## src/rtl/pipeline_ir_chain.sv

```systemverilog
// pipeline_ir_chain
//   Instruction/PC register chain between fetch and the per-stage decoders.
//   Moves each fetched instruction through DEC -> EXE -> MEM -> WB with a
//   valid bit per stage. It stalls DEC for one cycle on a load-use hazard and
//   squashes DEC/EXE on a resolved branch (CLEAR) or an accepted interrupt
//   (INT_TAKEN). It also keeps saturating stall and flush counters.
// Ports
//   CLK, RST                 clock (rising edge), async active-high reset
//   IF_IR, IF_PC, IF_VALID   fetched instruction, its PC, real-instruction flag
//   CLEAR, INT_TAKEN         squash DEC and EXE
//   *_IR, *_IR_EN            stage instruction register and valid bit
//   DEC_PC, EXE_PC           PC of the DEC and EXE instructions
//   PC_WRITE                 0 = fetch holds PC/IF_IR this cycle
//   STALL                    load-use stall this cycle (combinational)
//   STALL_CNT, FLUSH_CNT     saturating performance counters
module pipeline_ir_chain #(
    parameter logic [31:0] NOP_INSTR = 32'h0000_0013,
    parameter bit          HAZARD_EN = 1'b1,
    parameter int          CNT_W     = 16
) (
    input  logic             CLK,
    input  logic             RST,
    input  logic [31:0]      IF_IR,
    input  logic [31:0]      IF_PC,
    input  logic             IF_VALID,
    input  logic             CLEAR,
    input  logic             INT_TAKEN,
    output logic [31:0]      DEC_IR,
    output logic [31:0]      EXE_IR,
    output logic [31:0]      MEM_IR,
    output logic [31:0]      WB_IR,
    output logic             DEC_IR_EN,
    output logic             EXE_IR_EN,
    output logic             MEM_IR_EN,
    output logic             WB_IR_EN,
    output logic [31:0]      DEC_PC,
    output logic [31:0]      EXE_PC,
    output logic             PC_WRITE,
    output logic             STALL,
    output logic [CNT_W-1:0] STALL_CNT,
    output logic [CNT_W-1:0] FLUSH_CNT
);
    localparam logic [6:0] OPC_LOAD   = 7'b0000011;
    localparam logic [6:0] OPC_STORE  = 7'b0100011;
    localparam logic [6:0] OPC_BRANCH = 7'b1100011;
    localparam logic [6:0] OPC_JALR   = 7'b1100111;
    localparam logic [6:0] OPC_OPIMM  = 7'b0010011;
    localparam logic [6:0] OPC_OP     = 7'b0110011;
    localparam logic [6:0] OPC_SYSTEM = 7'b1110011;

    localparam logic [CNT_W-1:0] CNT_MAX = '1;
    localparam logic [CNT_W-1:0] CNT_ONE = {{(CNT_W-1){1'b0}}, 1'b1};

    logic [31:0]      dec_ir_q, exe_ir_q, mem_ir_q, wb_ir_q;
    logic [31:0]      dec_ir_d, exe_ir_d, mem_ir_d, wb_ir_d;
    logic             dec_en_q, exe_en_q, mem_en_q, wb_en_q;
    logic             dec_en_d, exe_en_d, mem_en_d, wb_en_d;
    logic [31:0]      dec_pc_q, exe_pc_q, dec_pc_d, exe_pc_d;
    logic [CNT_W-1:0] stall_cnt_q, stall_cnt_d, flush_cnt_q, flush_cnt_d;

    logic flush, hazard, stall;

    function automatic logic uses_rs1(input logic [31:0] ir);
        case (ir[6:0])
            OPC_JALR, OPC_BRANCH, OPC_LOAD, OPC_STORE, OPC_OPIMM, OPC_OP: uses_rs1 = 1'b1;
            OPC_SYSTEM: uses_rs1 = ~ir[14];   // CSR immediate forms carry uimm in rs1
            default:    uses_rs1 = 1'b0;
        endcase
    endfunction

    function automatic logic uses_rs2(input logic [31:0] ir);
        case (ir[6:0])
            OPC_BRANCH, OPC_STORE, OPC_OP: uses_rs2 = 1'b1;
            default:                       uses_rs2 = 1'b0;
        endcase
    endfunction

    assign flush = CLEAR | INT_TAKEN;

    always_comb begin
        hazard = 1'b0;
        if (HAZARD_EN && exe_en_q && dec_en_q && (exe_ir_q[6:0] == OPC_LOAD) &&
            (exe_ir_q[11:7] != 5'd0)) begin
            hazard = (uses_rs1(dec_ir_q) && (dec_ir_q[19:15] == exe_ir_q[11:7])) ||
                     (uses_rs2(dec_ir_q) && (dec_ir_q[24:20] == exe_ir_q[11:7]));
        end
    end

    // A flush discards the dependent instruction anyway, so it masks the stall
    // and fetch keeps moving to the redirect target.
    assign stall = hazard & ~flush;

    always_comb begin
        // default: normal advance; invalid fetches enter DEC as a bubble
        dec_ir_d    = IF_VALID ? IF_IR : NOP_INSTR;
        dec_en_d    = IF_VALID;
        dec_pc_d    = IF_PC;
        exe_ir_d    = dec_ir_q;
        exe_en_d    = dec_en_q;
        exe_pc_d    = dec_pc_q;
        mem_ir_d    = exe_ir_q;
        mem_en_d    = exe_en_q;
        wb_ir_d     = mem_ir_q;
        wb_en_d     = mem_en_q;
        stall_cnt_d = stall_cnt_q;
        flush_cnt_d = flush_cnt_q;

        if (flush) begin
            dec_ir_d = NOP_INSTR;
            dec_en_d = 1'b0;
            exe_ir_d = NOP_INSTR;
            exe_en_d = 1'b0;
            if (flush_cnt_q != CNT_MAX) flush_cnt_d = flush_cnt_q + CNT_ONE;
        end else if (stall) begin
            dec_ir_d = dec_ir_q;
            dec_en_d = dec_en_q;
            dec_pc_d = dec_pc_q;
            exe_ir_d = NOP_INSTR;
            exe_en_d = 1'b0;
            if (stall_cnt_q != CNT_MAX) stall_cnt_d = stall_cnt_q + CNT_ONE;
        end
    end

    always_ff @(posedge CLK or posedge RST) begin
        if (RST) begin
            dec_ir_q    <= NOP_INSTR;
            exe_ir_q    <= NOP_INSTR;
            mem_ir_q    <= NOP_INSTR;
            wb_ir_q     <= NOP_INSTR;
            dec_en_q    <= 1'b0;
            exe_en_q    <= 1'b0;
            mem_en_q    <= 1'b0;
            wb_en_q     <= 1'b0;
            dec_pc_q    <= 32'd0;
            exe_pc_q    <= 32'd0;
            stall_cnt_q <= '0;
            flush_cnt_q <= '0;
        end else begin
            dec_ir_q    <= dec_ir_d;
            exe_ir_q    <= exe_ir_d;
            mem_ir_q    <= mem_ir_d;
            wb_ir_q     <= wb_ir_d;
            dec_en_q    <= dec_en_d;
            exe_en_q    <= exe_en_d;
            mem_en_q    <= mem_en_d;
            wb_en_q     <= wb_en_d;
            dec_pc_q    <= dec_pc_d;
            exe_pc_q    <= exe_pc_d;
            stall_cnt_q <= stall_cnt_d;
            flush_cnt_q <= flush_cnt_d;
        end
    end

    assign DEC_IR    = dec_ir_q;
    assign EXE_IR    = exe_ir_q;
    assign MEM_IR    = mem_ir_q;
    assign WB_IR     = wb_ir_q;
    assign DEC_IR_EN = dec_en_q;
    assign EXE_IR_EN = exe_en_q;
    assign MEM_IR_EN = mem_en_q;
    assign WB_IR_EN  = wb_en_q;
    assign DEC_PC    = dec_pc_q;
    assign EXE_PC    = exe_pc_q;
    assign STALL     = stall;
    assign PC_WRITE  = ~stall | RST;
    assign STALL_CNT = stall_cnt_q;
    assign FLUSH_CNT = flush_cnt_q;
endmodule
```

## config.mk

```make
export PLATFORM = sky130hd
export DESIGN_NAME = pipeline_ir_chain
export DESIGN_NICKNAME = d
export VERILOG_FILES = /design/src/rtl/pipeline_ir_chain.sv
export SDC_FILE = /design/constraint.sdc
export NUM_CORES = 1
export LEC_CHECK = 0
export ABC_AREA = 1
export CORE_ASPECT_RATIO = 1.2
export CORE_MARGIN = 4
export CORE_UTILIZATION = 44
export DETAILED_ROUTE_END_ITERATION = 10
export PLACE_DENSITY = 0.76
export REMOVE_ABC_BUFFERS = 1
export SLEW_MARGIN = 0
export SYNTH_ARGS = -nofsm -noshare
export SYNTH_HDL_FRONTEND = slang
export SYNTH_SLANG_ARGS = --single-unit
```

## constraint.sdc

```tcl
create_clock -name CLK -period 10.84 [get_ports CLK]
set_clock_uncertainty 0.15 [all_clocks]
set_input_delay 1.626 -clock CLK [delete_from_list [all_inputs] [get_ports CLK]]
set_output_delay 1.626 -clock CLK [all_outputs]
set_load 0.1 [all_outputs]
```

==> flow_summary.ini <==
[detailed_routing]
first_iter_violations = 323
wl_per_cell_um = 17.2
num_vias = 6222
route.detailed.drc = 0
drt-total-wl_um = 22700
ant_nets = 0
vias_per_cell = 4.71
drt_first_pass_iters = 4

[logic_synthesis]
synthesis.area_um2 = 8140
yosysWarnings = 0
ys_ff_latch = 228
ys_types = 26
synth_cells = 777
synth.avg_cell_area_um2 = 10.5
synth_seq_area_share_pct = 70.3

[timing]
fmax_ghz = 0.144
hold_viol = 0
finalCriticalPeriod_ps = 6920
slew_violations = 0
rsz0062_at_grt = no
fin_crit_sh_pct = 63.9
setup-violations-final = 0
maxSlewHeadroom_pct = 27.0
fin_setup_tns_ps = 0
worstMarginPinSlew_ps = 1090

[floorplan]
start_util_pct = 44.8
dieArea_um2 = 20800
core_um2 = 18200
io-pin-count = 299
die_y_um = 157
fp.dieW_um = 132
row_count = 54

[critical_path]
r2r_slack_ps = 7840
reg2reg_to = STALL_CNT[12]
crit_path_end = STALL
r2r-start = DEC_IR[3]
setup.worst_path.end_class = primary output
start_kind = primary input
critical_path_peak_fanout = 45
worst_ep_required_time_ps = 9060
worstPathArrival_ps = 5150
critPathKind = primary input to primary output
r2r_cells = 10
startpoint = INT_TAKEN

[place]
port_buffers = 298
gp_congestion = 0.870
dp_hpwl_um = 16700
place_inst = 1281
placed_area_um2 = 11300

[global_routing]
grt_pass1_wl_um = 35000
grt.total_usage_pct = 21.4
overflow = 0
grt_max_degree = 91
grt_pass1_vias = 6255
antenna_found_initial = 0

[power]
p_per_area_nw_per_um2 = 178
leakage_nw = 5.81
design_power_total_w = 0.00215
vdd.ir_drop.worst_uv = 127

[clock_tree]
cts_buffers = 23
clk_path_buf_depth = 3
h-tree-depth = 1
cts_setup_buffers = 0
clkSinkCount = 228
postCtsResizedCells = 0
cts_tree = built
clk_pin_slew_worst_paths_ps = 70
cts_hold_buf = 0
cts-root-buf = clkbuf_16
insertion_delay_ps = 490

[cells_and_area]
layout_common_cells = clkdlybuf4s50_1, nand2_1, dfrtp_1
drive_above_1_share_pct = 6.19
layout_commonest_cell = clkdlybuf4s50_1
antenna_cells = 0
design_area_um2 = 12100
final_cells = 1322
synthToLayoutAreaGrowth_pct = 48.4
nets = 1153
fin_util_pct = 66.5

[job]
max_cap_viol_count = 0

[status]
outcome = completed

[hold_path]
min_path_type = flop to flop
-- cells by family after synthesis --
group,synth area share (%)
xor+xnor,1.94
simple gates,21.5
flops,70.3
fa+ha+maj,0.307
buf+inv,5.79
compound gates,0.246
-- synthesized netlist by cell type (all sizes together) --
cell	number	share of area [%]
xor2	9	0.97
nor4	1	0.077
buf	19	1.6
dfrtp	216	66
nand3	20	1.2
ha	2	0.31
dfstp	12	3.9
clkbuf	1	0.046
xnor2	9	0.97
a21oi	1	0.061
nor2	75	3.7
inv	89	4.1
nor3	8	0.63
nand4	32	2.5
nand3b	3	0.28
or2	2	0.15
o21ai	3	0.18
nand2	275	13
-- state kept, by name (all words and copies together) (netlist names) --
signal / cells
MEM_IR_EN: 1
MEM_IR: 32
EXE_IR_EN: 1
FLUSH_CNT: 16
WB_IR: 32
DEC_IR: 32
DEC_IR_EN: 1
DEC_PC: 32
EXE_IR: 32
WB_IR_EN: 1
EXE_PC: 32
STALL_CNT: 16
-- layout make-up --
type,instances,area [um2]
flip-flops and latches,228,5720
clock inverters,11,161
repair buffers,300,3000
clock buffers,30,632
inverters,89,342
fillers,1381,6090
multi-input cells,440,1950
well taps,224,280
-- how the worst min path moves through the flow --
stage                    start        end  slack [ps]  depth (start not counted)
detailed placement   MEM_IR[4]   WB_IR[4]         210                          0
finish              MEM_IR[16]  WB_IR[16]         210                          0
global route        MEM_IR[17]  WB_IR[17]         230                          0
global placement    MEM_IR[28]  WB_IR[28]         200                          0
CTS                  MEM_IR[4]   WB_IR[4]         220                          0
floorplan            MEM_IR[0]   WB_IR[0]         430                          0
-- power breakdown --
group	total, W	leakage (nW)	switching [W]	internal (W)
Clock	0.000824	0.390	0.000318	0.000506
Combinational	0.000407	2.48	0.000312	0.0000955
Sequential	0.000915	2.93	0.0000304	0.000885
Total	0.00215	5.81	0.000660	0.00149
-- worst max-delay path, cell delays in order --
cell	delay, ps
clkdlybuf4s50_1	440
nor2_4	200
nand4_1	130
nor2_1	240
nand2_2	440
inv_2	760
clkdlybuf4s50_1	1280
-- routing by layer --
layer  up-vias  global-route usage, %  routed length, um
met2       197                   39.1              12100
met5         -                      0                  0
met4         0                   5.74                536
met3        31                   4.51               1390
li1       2989                      -                  -
met1      3005                   26.1               8700
-- stage by stage --
stage | worst slack [ps] | hold slack (ps)
after global placement | 4030 | 205
after CTS | 3880 | 220
after detailed placement | 3940 | 211
after global routing | 3780 | 230
final | 3920 | 213
after floorplan | 355 | 435
(Power assumes the default switching activity.)
